**src/rtl/fpu_float_to_int_pipe.sv**
```systemverilog
// fpu_float_to_int_pipe: three-stage IEEE float to 32-bit integer converter
// (FCVT.W.S / FCVT.WU.S class) with a valid/ready handshake on both sides.
//   S1: unpack and classify, form the significand and the unbiased exponent
//   S2: align the significand, extract integer part and guard/round/sticky
//   S3: round, negate, saturate and raise invalid/inexact
// Optional feature macro F2I_SKID_BUFFER_EN: adds a 2-entry output skid
// buffer so that output_ready is registered and has no combinational path
// from input_ready.
module fpu_float_to_int_pipe #(
    parameter int std  = 31,
    parameter int man  = 22,
    parameter int exp  = 7,
    parameter int bias = 127
) (
    input  logic           clk,
    input  logic           rst_l,
    input  logic           FLOAT_TO_INT_input_valid,
    output logic           FLOAT_TO_INT_output_ready,
    input  logic [std:0]   FLOAT_TO_INT_input_float,
    input  logic [2:0]     FLOAT_TO_INT_input_rm,
    input  logic           FLOAT_TO_INT_input_opcode_FI,
    input  logic           FLOAT_TO_INT_input_opcode_signed,
    input  logic           FLOAT_TO_INT_input_opcode_unsigned,
    output logic           FLOAT_TO_INT_output_valid,
    input  logic           FLOAT_TO_INT_input_ready,
    output logic [31:0]    FLOAT_TO_INT_output_int,
    output logic           FLOAT_TO_INT_output_invalid_flag,
    output logic           FLOAT_TO_INT_output_inexact_flag
);

    localparam int SW = man + 2;   // significand width including hidden bit
    localparam int EW = exp + 2;   // signed unbiased exponent width

    localparam logic signed [EW-1:0] BIAS_S = EW'(bias);
    localparam logic signed [EW-1:0] E_MAX  = EW'(31);
    localparam logic signed [EW-1:0] E_M1   = EW'(-1);
    localparam logic signed [EW-1:0] E_M2   = EW'(-2);

    // ---------------- S1 decode ----------------
    logic [exp:0]          exp_fld_s;
    logic [man:0]          man_fld_s;
    logic                  is_nan_s, is_inf_s, is_zero_s, tgt_signed_s;
    logic [SW-1:0]         sig_s;
    logic signed [EW-1:0]  e_s;
    logic                  pipe_adv_s;

    logic                  s1_valid_r, s1_sign_r, s1_nan_r, s1_inf_r, s1_zero_r;
    logic                  s1_signed_r, s1_fi_r;
    logic [2:0]            s1_rm_r;
    logic [SW-1:0]         s1_sig_r;
    logic signed [EW-1:0]  s1_e_r;

    // Unpack the operand fields and classify the special encodings.
    always_comb begin
        exp_fld_s = FLOAT_TO_INT_input_float[std-1:man+1];
        man_fld_s = FLOAT_TO_INT_input_float[man:0];
        is_nan_s  = (&exp_fld_s) & (|man_fld_s);
        is_inf_s  = (&exp_fld_s) & ~(|man_fld_s);
        is_zero_s = ~(|exp_fld_s) & ~(|man_fld_s);
        // Subnormals get no hidden bit; their magnitude is always below one.
        sig_s     = {(|exp_fld_s), man_fld_s};
        e_s       = $signed({1'b0, exp_fld_s}) - BIAS_S;
        // Signed target wins when both opcode bits are set.
        case ({FLOAT_TO_INT_input_opcode_signed, FLOAT_TO_INT_input_opcode_unsigned})
            2'b10, 2'b11: tgt_signed_s = 1'b1;
            2'b01:        tgt_signed_s = 1'b0;
            default:      tgt_signed_s = 1'b0;
        endcase
    end

    // ---------------- S2 alignment ----------------
    logic [SW+31:0]  sh_s;
    logic [31:0]     int_s;
    logic            g_s, r_s, st_s, large_s;

    logic            s2_valid_r, s2_sign_r, s2_nan_r, s2_inf_r, s2_zero_r;
    logic            s2_signed_r, s2_fi_r, s2_large_r, s2_g_r, s2_r_r, s2_s_r;
    logic [2:0]      s2_rm_r;
    logic [31:0]     s2_int_r;

    // Place the integer part in 32 bits and collect G/R/S from what falls below.
    always_comb begin
        sh_s    = {{32{1'b0}}, s1_sig_r} << s1_e_r[4:0];
        int_s   = 32'd0;
        g_s     = 1'b0;
        r_s     = 1'b0;
        st_s    = 1'b0;
        large_s = 1'b0;
        if (s1_e_r > E_MAX) begin
            large_s = 1'b1;
        end else if (!s1_e_r[EW-1]) begin
            int_s = sh_s[SW+30:SW-1];
            g_s   = sh_s[SW-2];
            r_s   = sh_s[SW-3];
            st_s  = |sh_s[SW-4:0];
        end else if (s1_e_r == E_M1) begin
            g_s  = s1_sig_r[SW-1];
            r_s  = s1_sig_r[SW-2];
            st_s = |s1_sig_r[SW-3:0];
        end else if (s1_e_r == E_M2) begin
            r_s  = s1_sig_r[SW-1];
            st_s = |s1_sig_r[SW-2:0];
        end else begin
            st_s = |s1_sig_r;
        end
    end

    // ---------------- S3 round / saturate ----------------
    logic        inc_s, grs_s;
    logic [32:0] mag_s;
    logic [31:0] res_int_s;
    logic        res_nv_s, res_nx_s;

    // Round the magnitude, then apply sign, saturation and flag rules.
    always_comb begin
        grs_s = s2_g_r | s2_r_r | s2_s_r;
        case (s2_rm_r)
            3'b000:  inc_s = s2_g_r & (s2_r_r | s2_s_r | s2_int_r[0]);
            3'b001:  inc_s = 1'b0;
            3'b010:  inc_s = s2_sign_r & grs_s;
            3'b011:  inc_s = ~s2_sign_r & grs_s;
            3'b100:  inc_s = s2_g_r;
            default: inc_s = 1'b0;
        endcase
        mag_s     = {1'b0, s2_int_r} + {32'd0, inc_s};
        res_int_s = 32'd0;
        res_nv_s  = 1'b0;
        res_nx_s  = 1'b0;
        if (!s2_valid_r || !s2_fi_r) begin
            res_int_s = 32'd0;
        end else if (s2_rm_r > 3'd4) begin
            res_nv_s = 1'b1;
        end else if (s2_nan_r) begin
            res_int_s = s2_signed_r ? 32'h7FFF_FFFF : 32'hFFFF_FFFF;
            res_nv_s  = 1'b1;
        end else if (s2_inf_r || s2_large_r) begin
            if (s2_sign_r) begin
                res_int_s = s2_signed_r ? 32'h8000_0000 : 32'h0000_0000;
            end else begin
                res_int_s = s2_signed_r ? 32'h7FFF_FFFF : 32'hFFFF_FFFF;
            end
            res_nv_s = 1'b1;
        end else if (s2_zero_r) begin
            res_int_s = 32'd0;
        end else if (s2_signed_r) begin
            if (!s2_sign_r && (mag_s > 33'h0_7FFF_FFFF)) begin
                res_int_s = 32'h7FFF_FFFF;
                res_nv_s  = 1'b1;
            end else if (s2_sign_r && (mag_s > 33'h0_8000_0000)) begin
                res_int_s = 32'h8000_0000;
                res_nv_s  = 1'b1;
            end else begin
                res_int_s = s2_sign_r ? (~mag_s[31:0] + 32'd1) : mag_s[31:0];
                res_nx_s  = grs_s;
            end
        end else begin
            if (s2_sign_r && (mag_s != 33'd0)) begin
                res_nv_s = 1'b1;
            end else if (mag_s[32]) begin
                res_int_s = 32'hFFFF_FFFF;
                res_nv_s  = 1'b1;
            end else begin
                res_int_s = s2_sign_r ? 32'd0 : mag_s[31:0];
                res_nx_s  = grs_s;
            end
        end
    end

    // Advance S1 and S2 together; the whole pipe holds when the output cannot move.
    always_ff @(posedge clk) begin
        if (rst_l) begin
            s1_valid_r <= 1'b0; s1_sign_r <= 1'b0; s1_nan_r <= 1'b0;
            s1_inf_r   <= 1'b0; s1_zero_r <= 1'b0; s1_signed_r <= 1'b0;
            s1_fi_r    <= 1'b0; s1_rm_r   <= 3'd0; s1_sig_r <= '0;
            s1_e_r     <= '0;
            s2_valid_r <= 1'b0; s2_sign_r <= 1'b0; s2_nan_r <= 1'b0;
            s2_inf_r   <= 1'b0; s2_zero_r <= 1'b0; s2_signed_r <= 1'b0;
            s2_fi_r    <= 1'b0; s2_large_r <= 1'b0; s2_g_r <= 1'b0;
            s2_r_r     <= 1'b0; s2_s_r    <= 1'b0; s2_rm_r <= 3'd0;
            s2_int_r   <= 32'd0;
        end else if (pipe_adv_s) begin
            s1_valid_r  <= FLOAT_TO_INT_input_valid;
            s1_sign_r   <= FLOAT_TO_INT_input_float[std];
            s1_nan_r    <= is_nan_s;
            s1_inf_r    <= is_inf_s;
            s1_zero_r   <= is_zero_s;
            s1_signed_r <= tgt_signed_s;
            s1_fi_r     <= FLOAT_TO_INT_input_opcode_FI;
            s1_rm_r     <= FLOAT_TO_INT_input_rm;
            s1_sig_r    <= sig_s;
            s1_e_r      <= e_s;
            s2_valid_r  <= s1_valid_r;
            s2_sign_r   <= s1_sign_r;
            s2_nan_r    <= s1_nan_r;
            s2_inf_r    <= s1_inf_r;
            s2_zero_r   <= s1_zero_r;
            s2_signed_r <= s1_signed_r;
            s2_fi_r     <= s1_fi_r;
            s2_large_r  <= large_s;
            s2_g_r      <= g_s;
            s2_r_r      <= r_s;
            s2_s_r      <= st_s;
            s2_rm_r     <= s1_rm_r;
            s2_int_r    <= int_s;
        end
    end

    logic        out_valid_r, out_nv_r, out_nx_r;
    logic [31:0] out_int_r;

`ifdef F2I_SKID_BUFFER_EN
    logic        sk_valid_r, sk_nv_r, sk_nx_r, ready_r;
    logic [31:0] sk_int_r;
    logic        push_s, pop_s, full_next_s;

    // Pipe moves whenever the two-entry output buffer is not full.
    always_comb begin
        pipe_adv_s  = ready_r;
        push_s      = s2_valid_r & ready_r;
        pop_s       = out_valid_r & FLOAT_TO_INT_input_ready;
        full_next_s = (sk_valid_r & ~pop_s) | (out_valid_r & ~sk_valid_r & ~pop_s & push_s);
    end

    // Head register drives the outputs; the skid entry catches one result during a stall.
    always_ff @(posedge clk) begin
        if (rst_l) begin
            out_valid_r <= 1'b0; out_int_r <= 32'd0; out_nv_r <= 1'b0; out_nx_r <= 1'b0;
            sk_valid_r  <= 1'b0; sk_int_r  <= 32'd0; sk_nv_r  <= 1'b0; sk_nx_r  <= 1'b0;
            ready_r     <= 1'b1;
        end else begin
            if (sk_valid_r) begin
                if (pop_s) begin
                    out_int_r  <= sk_int_r;
                    out_nv_r   <= sk_nv_r;
                    out_nx_r   <= sk_nx_r;
                    sk_valid_r <= 1'b0;
                end
            end else if (out_valid_r && !pop_s) begin
                if (push_s) begin
                    sk_valid_r <= 1'b1;
                    sk_int_r   <= res_int_s;
                    sk_nv_r    <= res_nv_s;
                    sk_nx_r    <= res_nx_s;
                end
            end else begin
                out_valid_r <= push_s;
                out_int_r   <= push_s ? res_int_s : 32'd0;
                out_nv_r    <= push_s & res_nv_s;
                out_nx_r    <= push_s & res_nx_s;
            end
            ready_r <= ~full_next_s;
        end
    end

    assign FLOAT_TO_INT_output_ready = ready_r;
`else
    logic stall_s;

    // A result waiting on downstream freezes every stage.
    always_comb begin
        stall_s    = out_valid_r & ~FLOAT_TO_INT_input_ready;
        pipe_adv_s = ~stall_s;
    end

    // Output register; holds its contents while stalled.
    always_ff @(posedge clk) begin
        if (rst_l) begin
            out_valid_r <= 1'b0; out_int_r <= 32'd0; out_nv_r <= 1'b0; out_nx_r <= 1'b0;
        end else if (pipe_adv_s) begin
            out_valid_r <= s2_valid_r;
            out_int_r   <= res_int_s;
            out_nv_r    <= res_nv_s;
            out_nx_r    <= res_nx_s;
        end
    end

    assign FLOAT_TO_INT_output_ready = ~stall_s;
`endif

    assign FLOAT_TO_INT_output_valid        = out_valid_r;
    assign FLOAT_TO_INT_output_int          = out_int_r;
    assign FLOAT_TO_INT_output_invalid_flag = out_nv_r;
    assign FLOAT_TO_INT_output_inexact_flag = out_nx_r;

endmodule

```
**config.mk**
```make
export PLATFORM = sky130hd
export DESIGN_NAME = fpu_float_to_int_pipe
export DESIGN_NICKNAME = d
export VERILOG_FILES = /design/src/rtl/fpu_float_to_int_pipe.sv
export SDC_FILE = /design/constraint.sdc
export NUM_CORES = 1
export LEC_CHECK = 0
export ABC_AREA = 1
export BUFFER_PORTS_ARGS = -buffer_cell sky130_fd_sc_hd__buf_2
export CAP_MARGIN = 20
export CELL_PAD_IN_SITES_DETAIL_PLACEMENT = 1
export CELL_PAD_IN_SITES_GLOBAL_PLACEMENT = 2
export CORE_MARGIN = 2
export CORE_UTILIZATION = 29
export CTS_CLUSTER_DIAMETER = 40
export DETAILED_ROUTE_END_ITERATION = 8
export PLACE_DENSITY_LB_ADDON = 0.1
export SLEW_MARGIN = 40
export SYNTH_ARGS = -nofsm -noshare
export SYNTH_HDL_FRONTEND = slang
export SYNTH_SLANG_ARGS = --single-unit
```
**constraint.sdc**
```tcl
create_clock -name clk -period 3.6 [get_ports clk]
set_input_delay 0.72 -clock clk [delete_from_list [all_inputs] [get_ports clk]]
set_output_delay 0.72 -clock clk [all_outputs]
set_load 0.1 [all_outputs]
```
==> implementation parameters, run 1 <==
Parameter                              Value

Timing
  Peak clock frequency supported by timing ... 299 MHz
  Worst relative slew slack ... 51.6%
  Worst-Margin Slew ... 0.724 ns
  Clock skew after layout ... 0.0113 ns
  Final Hold Fails ... 0
  Final cycle utilization of the critical path ... 93.0%
  Number of setup violations in the final report ... 0
  Setup_tns ... 0 ns
  Shortest clock period the worst path allows after layout ... 3.35 ns
  Final-report max-slew violation count ... 0
  Final critical-path setup slack ... 0.252 ns
  Final hold slack ... 0.460 ns

Die
  Die Y ... 184 um
  Die width ... 184 um
  Die ar. ... 33800 um2
  Area of the core ... 31700 um2
  Initial Util ... 29.6%
  I/O pin count ... 78
  Floorplan row count ... 65

Routing
  Routed wire length per instance ... 17.2 um
  DRC ... 0
  Ratio of routed vias to standard cells ... 5.00
  Via count of the routed design ... 10500
  Total length of routed wires ... 36300 um
  Count of nets left with antenna violations after detail routing ... 0
  First-pass iteration count of the detailed router ... 7
  Number of violations reported at the end of detailed-routing iteration 0 ... 434

Power and ir drop
  Part of the total power dissipated in combinational logic ... 24.9%
  Worst ir drop on vdd ... 0.000329 V
  Total power draw ... 4.25 mW
  Clock network power share ... 40.1%
  Internal power of the cells ... 2.74 mW
  Register share of total power ... 35.0%
  Leak Pwr ... 5.00 nW
  Sw Share ... 35.5%
  Net load switching power ... 1.51 mW
  P per Cell Area ... 381 nW/um2

Final layout
  Share of layout cells above drive strength 1 ... 16.9%
  Fraction of the core area covered by cells at the end of the flow ... 35.2%
  Cell Count, Final, Fillers Out ... 2110
  Synthesis-to-layout area growth ... 19.1%
  Layout filler cell count ... 4258
  Final antenna diode count ... 0
  Number of nets in the layout ... 1743
  Finished layout cell area ... 11200 um2

Yosys
  Area contributors post-synth ... sky130_fd_sc_hd__dfxtp_1, sky130_fd_sc_hd__nand2_1, sky130_fd_sc_hd__o21ai_0, sky130_fd_sc_hd__nor2_1, sky130_fd_sc_hd__inv_1
  Cells after Synth ... 1616
  Register area share after synthesis ... 26.5%
  Library cell with the largest summed area after synthesis ... sky130_fd_sc_hd__dfxtp_1
  Fraction of post-synthesis cell area in the top cell type by area ... 26.5%
  Cell Area, Synth ... 9370 um2
  Flip-flop and latch count after synthesis ... 124
  Yosys Warn Count ... 0
  Prevailing post-synth register cell ... sky130_fd_sc_hd__dfxtp_1
  Mapped Avg Cell Area ... 5.80 um2
  Commonest cells in the netlist ... sky130_fd_sc_hd__nand2_1, sky130_fd_sc_hd__nor2_1, sky130_fd_sc_hd__o21ai_0, sky130_fd_sc_hd__inv_1, sky130_fd_sc_hd__dfxtp_1
  EDFF count, synth ... 0
  Number of nets in the synthesized netlist ... 1664
  Distinct cell type count after synthesis ... 47
  Async set-reset flop share out of synthesis ... 0%
  Most repeated cell in the gate-level netlist after synthesis ... sky130_fd_sc_hd__nand2_1

Global route
  Total global routing track utilization ... 22.1%
  Global-route wire length before repair ... 58100 um
  Via count of the first global-routing pass ... 10700
  Overflow after GRT ... 0
  Antenna violations before repair ... 0
  Pin count of the biggest net entering global routing ... 87

Worst setup path
  Crit path max fanout ... 21
  Kind of start point of the critical path ... flip-flop
  CP Data Required Time ... 3.98 ns
  Arrival time at the worst endpoint ... 3.73 ns
  Worst setup path category ... reg2reg
  Worst setup EP type ... flip-flop

Place
  Final GP Congestion ... 0.839
  Instance area after placement ... 10400 um2
  HPWL after detailed placement ... 28600 um
  Worst slack, placed ... 0.00467 ns
  Cells after DPL ... 2071
  Input/output buffers ... 76

Clock tree
  Skew-Pair Late Insertion Delay ... 0.46 ns
  Register clock-pin slew on the reported worst setup and hold paths ... 0.06 ns
  Clock tree root buffer cell ... sky130_fd_sc_hd__clkbuf_16
  Maximum buffer depth of the clock tree ... 2
  Clk sink count ... 124
  Count of hold-fix buffers inserted at cts ... 0
  Number of buffers created by CTS ... 17
  Total number of H-tree levels ... 4
  CTS tree ... yes

Worst hold path
  Type of the most critical hold path ... reg2reg

Job
  Max-capacitance violation count ... 0

Run status
  Result of the run ... completed
## power groups by stage
stage                     Clock [mW]  Combinational [mW]  Sequential, mW
after floorplan                    0               0.661            1.50
after global placement             0                1.03            1.51
after detailed placement           0                1.04            1.52
after CTS                       1.76                1.04            1.48
after global routing            1.81                1.20            1.49
final                           1.70                1.06            1.49
## path summary, 6_finish.rpt
check                                                  from                           to  slack, ns  cells past startpoint
worst max-delay path                                 s2_s_r  FLOAT_TO_INT_output_int[30]       0.25                     25
worst max register to register                       s2_s_r  FLOAT_TO_INT_output_int[30]       0.25                     25
worst min register to register  FLOAT_TO_INT_output_int[20]  FLOAT_TO_INT_output_int[20]       0.46                      2
worst min-delay path            FLOAT_TO_INT_output_int[20]  FLOAT_TO_INT_output_int[20]       0.46                      2
## critical path, cell delays in order, from the launching register on
cell	delay, ns
sky130_fd_sc_hd__dfxtp_1	0.36
sky130_fd_sc_hd__nor2_1	0.07
sky130_fd_sc_hd__nand2_2	0.08
sky130_fd_sc_hd__nand4_1	0.12
sky130_fd_sc_hd__o21ai_1	0.12
sky130_fd_sc_hd__ha_2	0.23
sky130_fd_sc_hd__buf_4	0.16
sky130_fd_sc_hd__nand3_2	0.11
sky130_fd_sc_hd__nor2_4	0.22
sky130_fd_sc_hd__buf_4	0.16
sky130_fd_sc_hd__nand4_1	0.10
sky130_fd_sc_hd__nand2_1	0.10
sky130_fd_sc_hd__nand2_1	0.17
sky130_fd_sc_hd__nor2_1	0.16
sky130_fd_sc_hd__nand2_1	0.08
sky130_fd_sc_hd__nor3_2	0.10
sky130_fd_sc_hd__nand3_1	0.10
sky130_fd_sc_hd__nand2_2	0.11
sky130_fd_sc_hd__nand2_4	0.06
sky130_fd_sc_hd__nand2_4	0.08
sky130_fd_sc_hd__inv_4	0.11
sky130_fd_sc_hd__nand2_1	0.08
sky130_fd_sc_hd__nand2_1	0.10
sky130_fd_sc_hd__nand2_1	0.08
sky130_fd_sc_hd__nand2_1	0.05
sky130_fd_sc_hd__a21oi_1	0.14
## metal layers
metal | track usage, % | up-vias | routed length (um)
li1 | - | 5374 | -
met1 | 28.4 | 5039 | 17300
met2 | 38.9 | 111 | 17600
met3 | 3.94 | 24 | 880
met4 | 4.42 | 0 | 437
met5 | 0 | - | 0
## cell families after synthesis
group | Yosys count | share of synthesized area (%)
xor+xnor | 19 | 1.78
fa+ha+maj | 6 | 0.801
mux | 11 | 1.17
compound gates | 302 | 17.3
buf+inv | 230 | 9.64
flops | 124 | 26.5
simple gates | 924 | 42.8
## registers in the layout (all words and copies together) (netlist names), 3 cells and up
signal / cells
FLOAT_TO_INT_output_int: 32
s2_int_r: 32
s1_sig_r: 24
s1_e_r: 9
s1_rm_r: 3
s2_rm_r: 3
## layout by cell type, fill, tap and decap left out, drive strengths merged, types with 2 or more instances in the layout
master,count
nand2,571
nor2,187
o21ai,156
inv,154
buf,137
dfxtp,124
a21oi,111
nand3,102
nand4,23
xor2,18
clkbuf,18
nor3,12
nor4,12
mux2i,11
clkinv,10
or2,8
nand3b,6
ha,6
o211ai,5
o22ai,5
o221ai,5
a31oi,4
a22oi,4
a211oi,3
o221a,3
and2,2
o21a,2
clkinvlp,2
## final cells by class
cell class,count,area (um2),share of cell area [%]
Multi-Input combinational cell,1262,6150,55.1
Sequential cell,124,2490,22.3
Timing Repair Buffer,138,883,7.91
Inverter,152,576,5.15
Tap cell,402,503,4.50
Clock buffer,17,425,3.81
Clock inverter,15,138,1.23
## repair_timing
action | in CTS | in global routing
endpoints found under the setup margin | 2 | 34
buffers inserted | 0 | 6
gates resized for setup | 1 | 47
cloned | 0 | 1
pin swaps | 0 | 8
Note: power is estimated with default switching activity, not from simulation.
==> run 2: changes to the inputs <==
==> constraint.sdc (replaced) <==
create_clock -name clk -period 2.85 [get_ports clk]
set_input_delay 0.57 -clock clk [delete_from_list [all_inputs] [get_ports clk]]
set_output_delay 0.57 -clock clk [all_outputs]
set_load 0.1 [all_outputs]
==> run 2 against run 1 <==
Effect of this change: the flow now finishes with violations (setup timing); total power increased by 32%; fmax rose by 5.2%; register-to-register slack lost 0.58 ns; critical path type unchanged; highest routed layer unchanged.
==> implementation parameters, run 2 (same netlist as run 1, synthesis figures left out) <==
Parameter                              Value

Clock tree
  Number of buffers created by CTS ... 17
  Clock tree root buffer cell ... sky130_fd_sc_hd__clkbuf_16
  Skew-Pair Late Insertion Delay ... 0.44 ns
  CTS tree ... yes
  Clk sink count ... 124
  Maximum buffer depth of the clock tree ... 2
  Register clock-pin slew on the reported worst setup and hold paths ... 0.07 ns
  Total number of H-tree levels ... 4
  Count of hold-fix buffers inserted at cts ... 0

Place
  HPWL after detailed placement ... 29400 um
  Instance area after placement ... 11200 um2
  Final GP Congestion ... 0.840
  Input/output buffers ... 76
  Cells after DPL ... 2173

Timing
  Clock skew after layout ... 0.00872 ns
  Worst-Margin Slew ... 0.723 ns
  Setup repair after global routing missed its margin ... true
  Final hold slack ... 0.373 ns
  Final critical-path setup slack ... -0.332 ns
  Final Hold Fails ... 0
  Final cycle utilization of the critical path ... 112%
  Peak clock frequency supported by timing ... 314 MHz
  Final-report max-slew violation count ... 0
  Number of setup violations in the final report ... 34
  Setup_tns ... -8.92 ns
  Worst relative slew slack ... 51.7%
  Shortest clock period the worst path allows after layout ... 3.18 ns

Worst hold path
  Number of cells on the worst hold path ... 3
  WHS Endpoint ... s1_rm_r[1]
  Type of the most critical hold path ... in2reg
  Beginning of the worst hold path ... FLOAT_TO_INT_input_rm[1]

Worst setup path
  Worst setup path category ... reg2reg
  Crit path max fanout ... 11
  Arrival time at the worst endpoint ... 3.56 ns
  Cell depth of the worst flop-to-flop path ... 24
  Buffers and inverters on the worst path ... 3
  Cells traversed along the worst timing path ... nor4_4 -> o21ai_2 -> ha_4 -> ha_4 -> nand2_4 -> nor2_4 -> buf_4 -> nand2_2 -> nand2_1 -> nand2_2 -> nand2_2 -> nor2_2 -> nand3_1 -> nor2_2 -> nand3_2 -> nand3_4 -> buf_12 -> buf_16 -> nand2_1 -> nand2_1 -> nand2_1 -> nand2_1 -> nand2_1 -> a21oi_2
  Library cell contributing the largest single delay on the critical path ... sky130_fd_sc_hd__dfxtp_2
  Reg2Reg Capture Point ... FLOAT_TO_INT_output_int[16]
  CP Data Required Time ... 3.23 ns
  Worst r2r src ... s2_int_r[0]
  Largest stage delay on the critical path ... 0.34 ns
  Most prevalent standard cell on the critical path ... sky130_fd_sc_hd__nand2_1
  Family with the most delay on the worst path ... simple AND/OR/NAND/NOR gates
  Worst setup EP type ... flip-flop
  Kind of start point of the critical path ... flip-flop
  Minimum setup slack among reg-to-reg paths ... -0.33 ns

Die
  Die ar. ... 33800 um2
  Area of the core ... 31700 um2
  I/O pin count ... 78
  Die width ... 184 um
  Initial Util ... 29.6%
  Floorplan row count ... 65
  Die Y ... 184 um

Final layout
  Most common cell after layout, fill and taps aside ... sky130_fd_sc_hd__nand2_1
  Layout filler cell count ... 4224
  Number of nets in the layout ... 1870
  Final antenna diode count ... 0
  Synthesis-to-layout area growth ... 34.3%
  Share of layout cells above drive strength 1 ... 25.9%
  Commonest cells after routing, fill and taps aside ... sky130_fd_sc_hd__nand2_1, sky130_fd_sc_hd__buf_4, sky130_fd_sc_hd__o21ai_0, sky130_fd_sc_hd__inv_1, sky130_fd_sc_hd__nor2_1
  Cell Count, Final, Fillers Out ... 2237
  Finished layout cell area ... 12600 um2

Global route
  Overflow after GRT ... 0
  Total global routing track utilization ... 22.9%
  Via count of the first global-routing pass ... 11300
  Antenna violations before repair ... 0
  Global-route wire length before repair ... 60100 um
  Pin count of the biggest net entering global routing ... 86

Routing
  Via count of the routed design ... 11100
  Total length of routed wires ... 37900 um
  Ratio of routed vias to standard cells ... 4.94
  First-pass iteration count of the detailed router ... 4
  Number of violations reported at the end of detailed-routing iteration 0 ... 564
  Routed wire length per instance ... 16.9 um
  DRC ... 0
  Count of nets left with antenna violations after detail routing ... 0

Run status
  Result of the run ... complete, but fails checks
  Violated checks ... setup timing

Job
  Max-capacitance violation count ... 0

Power and ir drop
  Leak Pwr ... 5.76 nW
  P per Cell Area ... 447 nW/um2
  Worst ir drop on vdd ... 0.000401 V
## run 2: cell types whose count changed in the layout (fill, tap and decap cells not counted), sizes merged
| cell | delta |
|---|---|
| buf | +126 |
| clkinv | +2 |
| inv | +1 |
| clkinvlp | -2 |
## run 2: repair_timing
action / CTS / global route
gates resized for setup: 113 / 26
cloned: 4 / 0
buffers inserted: 19 / 9
setup endpoints to repair: 34 / 35
pin swaps: 36 / 24
## run 2: area by class of cell
cell class                 instances  area [um2]  area share, %
clock buffer                      18         439           3.49
tap                              402         503           4.00
clock inverter                    14         136           1.08
sequential                       124        2490           19.8
inverter                         152         582           4.62
timing repair buffer             263        1890           15.0
timing repair inverter             2        22.5          0.179
multi-input combinational       1262        6530           51.9
## run 2: worst register-to-register path: cells and delay by family (launching register included)
kind	cells	cell delay [ns]
compound gates	2	0.28
fa+ha+maj	2	0.39
buf+inv	3	0.39
flops	1	0.34
simple gates	17	1.67
## run 2: how the worst max path moves through the flow
stage                     start                          end  slack, ns  depth (start not counted)
floorplan             s2_sign_r  FLOAT_TO_INT_output_int[26]      -0.07                         26
global placement     s2_rm_r[0]   FLOAT_TO_INT_output_int[0]      -0.56                         24
detailed placement   s2_rm_r[0]   FLOAT_TO_INT_output_int[0]      -0.59                         23
CTS                  s2_rm_r[0]   FLOAT_TO_INT_output_int[0]      -0.32                         22
global route         s2_rm_r[0]   FLOAT_TO_INT_output_int[7]      -0.59                         24
finish              s2_int_r[0]  FLOAT_TO_INT_output_int[16]      -0.33                         24
## run 2: layer usage
layer / global-route usage (%) / wire (um)
met5: 0 / 0
met4: 6.30 / 540
met3: 2.65 / 975
met2: 40.3 / 18600
met1: 29.4 / 17800
## run 2: per-stage QoR
stage / worst slack (ns) / util (%) / total power, mW
floorplan: -0.0749 / - / 2.76
global placement: -0.559 / 35.4 / 3.32
detailed placement: -0.594 / 35.4 / 3.34
CTS: -0.318 / 39.2 / 5.65
global route: -0.589 / 39.7 / 5.95
finish: -0.332 / 39.7 / 5.62
## run 2: report_power, final
part / leakage, nW / switching [mW] / internal (mW)
Combinational: 4.46 / 0.993 / 0.603
Clock: 0.286 / 0.925 / 1.24
Sequential: 1.02 / 0.0612 / 1.80
Total: 5.76 / 1.98 / 3.64
==> run 3: changes to the inputs <==
--- a/config.mk
+++ b/config.mk
@@ -15,6 +15,7 @@
 export CTS_CLUSTER_DIAMETER = 40
 export DETAILED_ROUTE_END_ITERATION = 8
 export PLACE_DENSITY_LB_ADDON = 0.1
+export REMOVE_ABC_BUFFERS = 1
 export SLEW_MARGIN = 40
 export SYNTH_ARGS = -nofsm -noshare
 export SYNTH_HDL_FRONTEND = slang
==> run 3 against run 2 <==
Effect of this change: the flow still finishes with violations (setup timing); clock skew grew 0.0064 ns; sequential share of layout area rose by 0.073 points; sequential power about the same; wire length up 0.63%; critical path depth up 2; die area unchanged; total power down 0.75%; hold slack about the same; combinational power barely moved; cell count hardly changed; critical endpoint is now FLOAT_TO_INT_output_int[29]; largest power group unchanged.
==> implementation parameters, run 3 (same netlist as run 1, synthesis figures left out) <==
Parameter                              Value

Clock tree
  Skew-Pair Late Insertion Delay ... 0.45 ns
  Number of buffers created by CTS ... 17
  CTS tree ... yes
  Register clock-pin slew on the reported worst setup and hold paths ... 0.06 ns
  Clock tree root buffer cell ... sky130_fd_sc_hd__clkbuf_16
  Count of hold-fix buffers inserted at cts ... 0
  Maximum buffer depth of the clock tree ... 2
  Clk sink count ... 124
  Total number of H-tree levels ... 4

Power and ir drop
  Clock network power share ... 38.6%
  P per Cell Area ... 445 nW/um2
  Register share of total power ... 33.3%
  Internal power of the cells ... 3.66 mW
  Net load switching power ... 1.93 mW
  Sw Share ... 34.5%
  Leak Pwr ... 5.73 nW
  Worst ir drop on vdd ... 0.000393 V
  Part of the total power dissipated in combinational logic ... 28.1%

Global route
  Total global routing track utilization ... 23.3%
  Pin count of the biggest net entering global routing ... 93
  Antenna violations before repair ... 0
  Via count of the first global-routing pass ... 11500
  Global-route wire length before repair ... 61300 um
  Overflow after GRT ... 0

Routing
  Ratio of routed vias to standard cells ... 5.00
  Via count of the routed design ... 11200
  DRC ... 0
  Number of violations reported at the end of detailed-routing iteration 0 ... 410
  First-pass iteration count of the detailed router ... 5
  Total length of routed wires ... 38100 um
  Routed wire length per instance ... 17.0 um
  Count of nets left with antenna violations after detail routing ... 0

Die
  I/O pin count ... 78
  Area of the core ... 31700 um2
  Die width ... 184 um
  Floorplan row count ... 65
  Initial Util ... 29.6%
  Die ar. ... 33800 um2
  Die Y ... 184 um

Worst setup path
  Worst setup path category ... reg2reg
  Worst setup EP type ... flip-flop
  Arrival time at the worst endpoint ... 3.58 ns
  CP Data Required Time ... 3.24 ns
  Kind of start point of the critical path ... flip-flop
  Crit path max fanout ... 6

Final layout
  Final antenna diode count ... 0
  Synthesis-to-layout area growth ... 33.7%
  Number of nets in the layout ... 1870
  Commonest cells after routing, fill and taps aside ... sky130_fd_sc_hd__nand2_1, sky130_fd_sc_hd__buf_4, sky130_fd_sc_hd__o21ai_0, sky130_fd_sc_hd__inv_1, sky130_fd_sc_hd__nor2_1
  Fraction of the core area covered by cells at the end of the flow ... 39.5%
  Share of layout cells above drive strength 1 ... 26.2%
  Most common cell after layout, fill and taps aside ... sky130_fd_sc_hd__nand2_1
  Layout filler cell count ... 4204

Timing
  Setup repair after global routing missed its margin ... true
  Number of setup violations in the final report ... 34
  Final critical-path setup slack ... -0.346 ns
  Final-report max-slew violation count ... 0
  Clock skew after layout ... 0.0151 ns
  Peak clock frequency supported by timing ... 313 MHz
  Final hold slack ... 0.374 ns
  Worst-Margin Slew ... 0.747 ns
  Final Hold Fails ... 0
  Final cycle utilization of the critical path ... 112%
  Worst relative slew slack ... 50.1%
  Shortest clock period the worst path allows after layout ... 3.20 ns

Job
  Max-capacitance violation count ... 0

Place
  Worst slack, placed ... -0.610 ns
  HPWL after detailed placement ... 29800 um
  Input/output buffers ... 76
  Final GP Congestion ... 0.880

Run status
  Result of the run ... complete, but fails checks
  Violated checks ... setup timing

Worst hold path
  Type of the most critical hold path ... in2reg
-- run 3: changes by cell type in the layout (fill, tap and decap cells not counted), moves of 5 or more --
| cell | change |
|---|---|
| sky130_fd_sc_hd__nand3_2 | +6 |
| sky130_fd_sc_hd__clkinv_4 | -5 |
| sky130_fd_sc_hd__nor2_4 | -6 |
| sky130_fd_sc_hd__nand2_1 | -6 |
| sky130_fd_sc_hd__nand2_2 | +8 |
-- run 3: path summary, 6_finish.rpt --
path	from	end	slack [ns]	cells past startpoint
setup / recovery	s2_rm_r[0]	FLOAT_TO_INT_output_int[29]	-0.35	26
hold / removal	FLOAT_TO_INT_input_rm[1]	s1_rm_r[1]	0.37	3
setup reg to reg	s2_rm_r[0]	FLOAT_TO_INT_output_int[29]	-0.35	26
hold reg to reg	FLOAT_TO_INT_output_int[28]	FLOAT_TO_INT_output_int[28]	0.46	2
-- run 3: timing repair --
item / CTS / global route
cloned: 6 / 0
pin swaps: 66 / 57
buffers inserted: 12 / 10
gates resized for setup: 113 / 44
endpoints found under the hold margin: 0 / 0
setup endpoints to repair: 34 / 34
-- run 3: power by group through the flow --
stage	Sequential (mW)	Clock [mW]	Combinational (mW)
3_5_place_dp	1.90	0	1.42
3_3_place_gp	1.89	0	1.41
6_report	1.86	2.15	1.57
5_1_grt	1.87	2.30	1.74
4_1_cts	1.86	2.21	1.52
2_1_floorplan	1.94	0	0.753
-- run 3: final cells by class --
| cell class | instances | area [um2] | share of cell area [%] |
|---|---|---|---|
| repair inverters | 3 | 26.3 | 0.210 |
| clock buffers | 20 | 467 | 3.72 |
| repair buffers | 262 | 1890 | 15.1 |
| inverters | 152 | 578 | 4.61 |
| clock inverters | 11 | 110 | 0.878 |
| well taps | 402 | 503 | 4.01 |
| flip-flops and latches | 124 | 2490 | 19.8 |
| multi-input cells | 1262 | 6470 | 51.6 |
-- run 3: through the flow --
step                      area (um2)  cells  setup TNS (ns)  total power, mW
final                          12500   2236           -9.65             5.58
after global routing           12500   2236          -18.79             5.91
after CTS                      12300   2227          -11.78             5.58
after detailed placement       11200   2178          -19.14             3.32
after global placement         11200   2178          -17.60             3.31
after floorplan                 9040   1538         -589.39             2.69
-- run 3: worst max-delay path: stages, from the launching register on --
cell and delay (ns):
sky130_fd_sc_hd__dfxtp_2 0.35, sky130_fd_sc_hd__xor2_1 0.14, sky130_fd_sc_hd__nand4_1 0.14, sky130_fd_sc_hd__o21ai_2 0.11, sky130_fd_sc_hd__ha_4 0.17, sky130_fd_sc_hd__buf_6 0.10, sky130_fd_sc_hd__inv_1 0.07, sky130_fd_sc_hd__nor2_4 0.20
sky130_fd_sc_hd__nand2_4 0.10, sky130_fd_sc_hd__buf_4 0.15, sky130_fd_sc_hd__nor2_4 0.11, sky130_fd_sc_hd__nand2_1 0.08, sky130_fd_sc_hd__nand2_2 0.08, sky130_fd_sc_hd__nand2_4 0.08, sky130_fd_sc_hd__nor2_4 0.12, sky130_fd_sc_hd__nand2_4 0.08
sky130_fd_sc_hd__nor2_4 0.11, sky130_fd_sc_hd__nand3_2 0.10, sky130_fd_sc_hd__nand3_4 0.14, sky130_fd_sc_hd__buf_6 0.15, sky130_fd_sc_hd__buf_8 0.11, sky130_fd_sc_hd__nand3_2 0.06, sky130_fd_sc_hd__nand2_1 0.06, sky130_fd_sc_hd__nand2_1 0.06
sky130_fd_sc_hd__nand2_1 0.06, sky130_fd_sc_hd__nand2_1 0.06, sky130_fd_sc_hd__a21oi_2 0.15
-- run 3: routing by layer --
layer  vias up  global-route usage, %  wire (um)
met5         -                      0          0
li1       5644                      -          -
met1      5395                   29.6      17900
met3        35                   3.07        871
met4         0                   5.86        648
met2       114                   41.3      18700
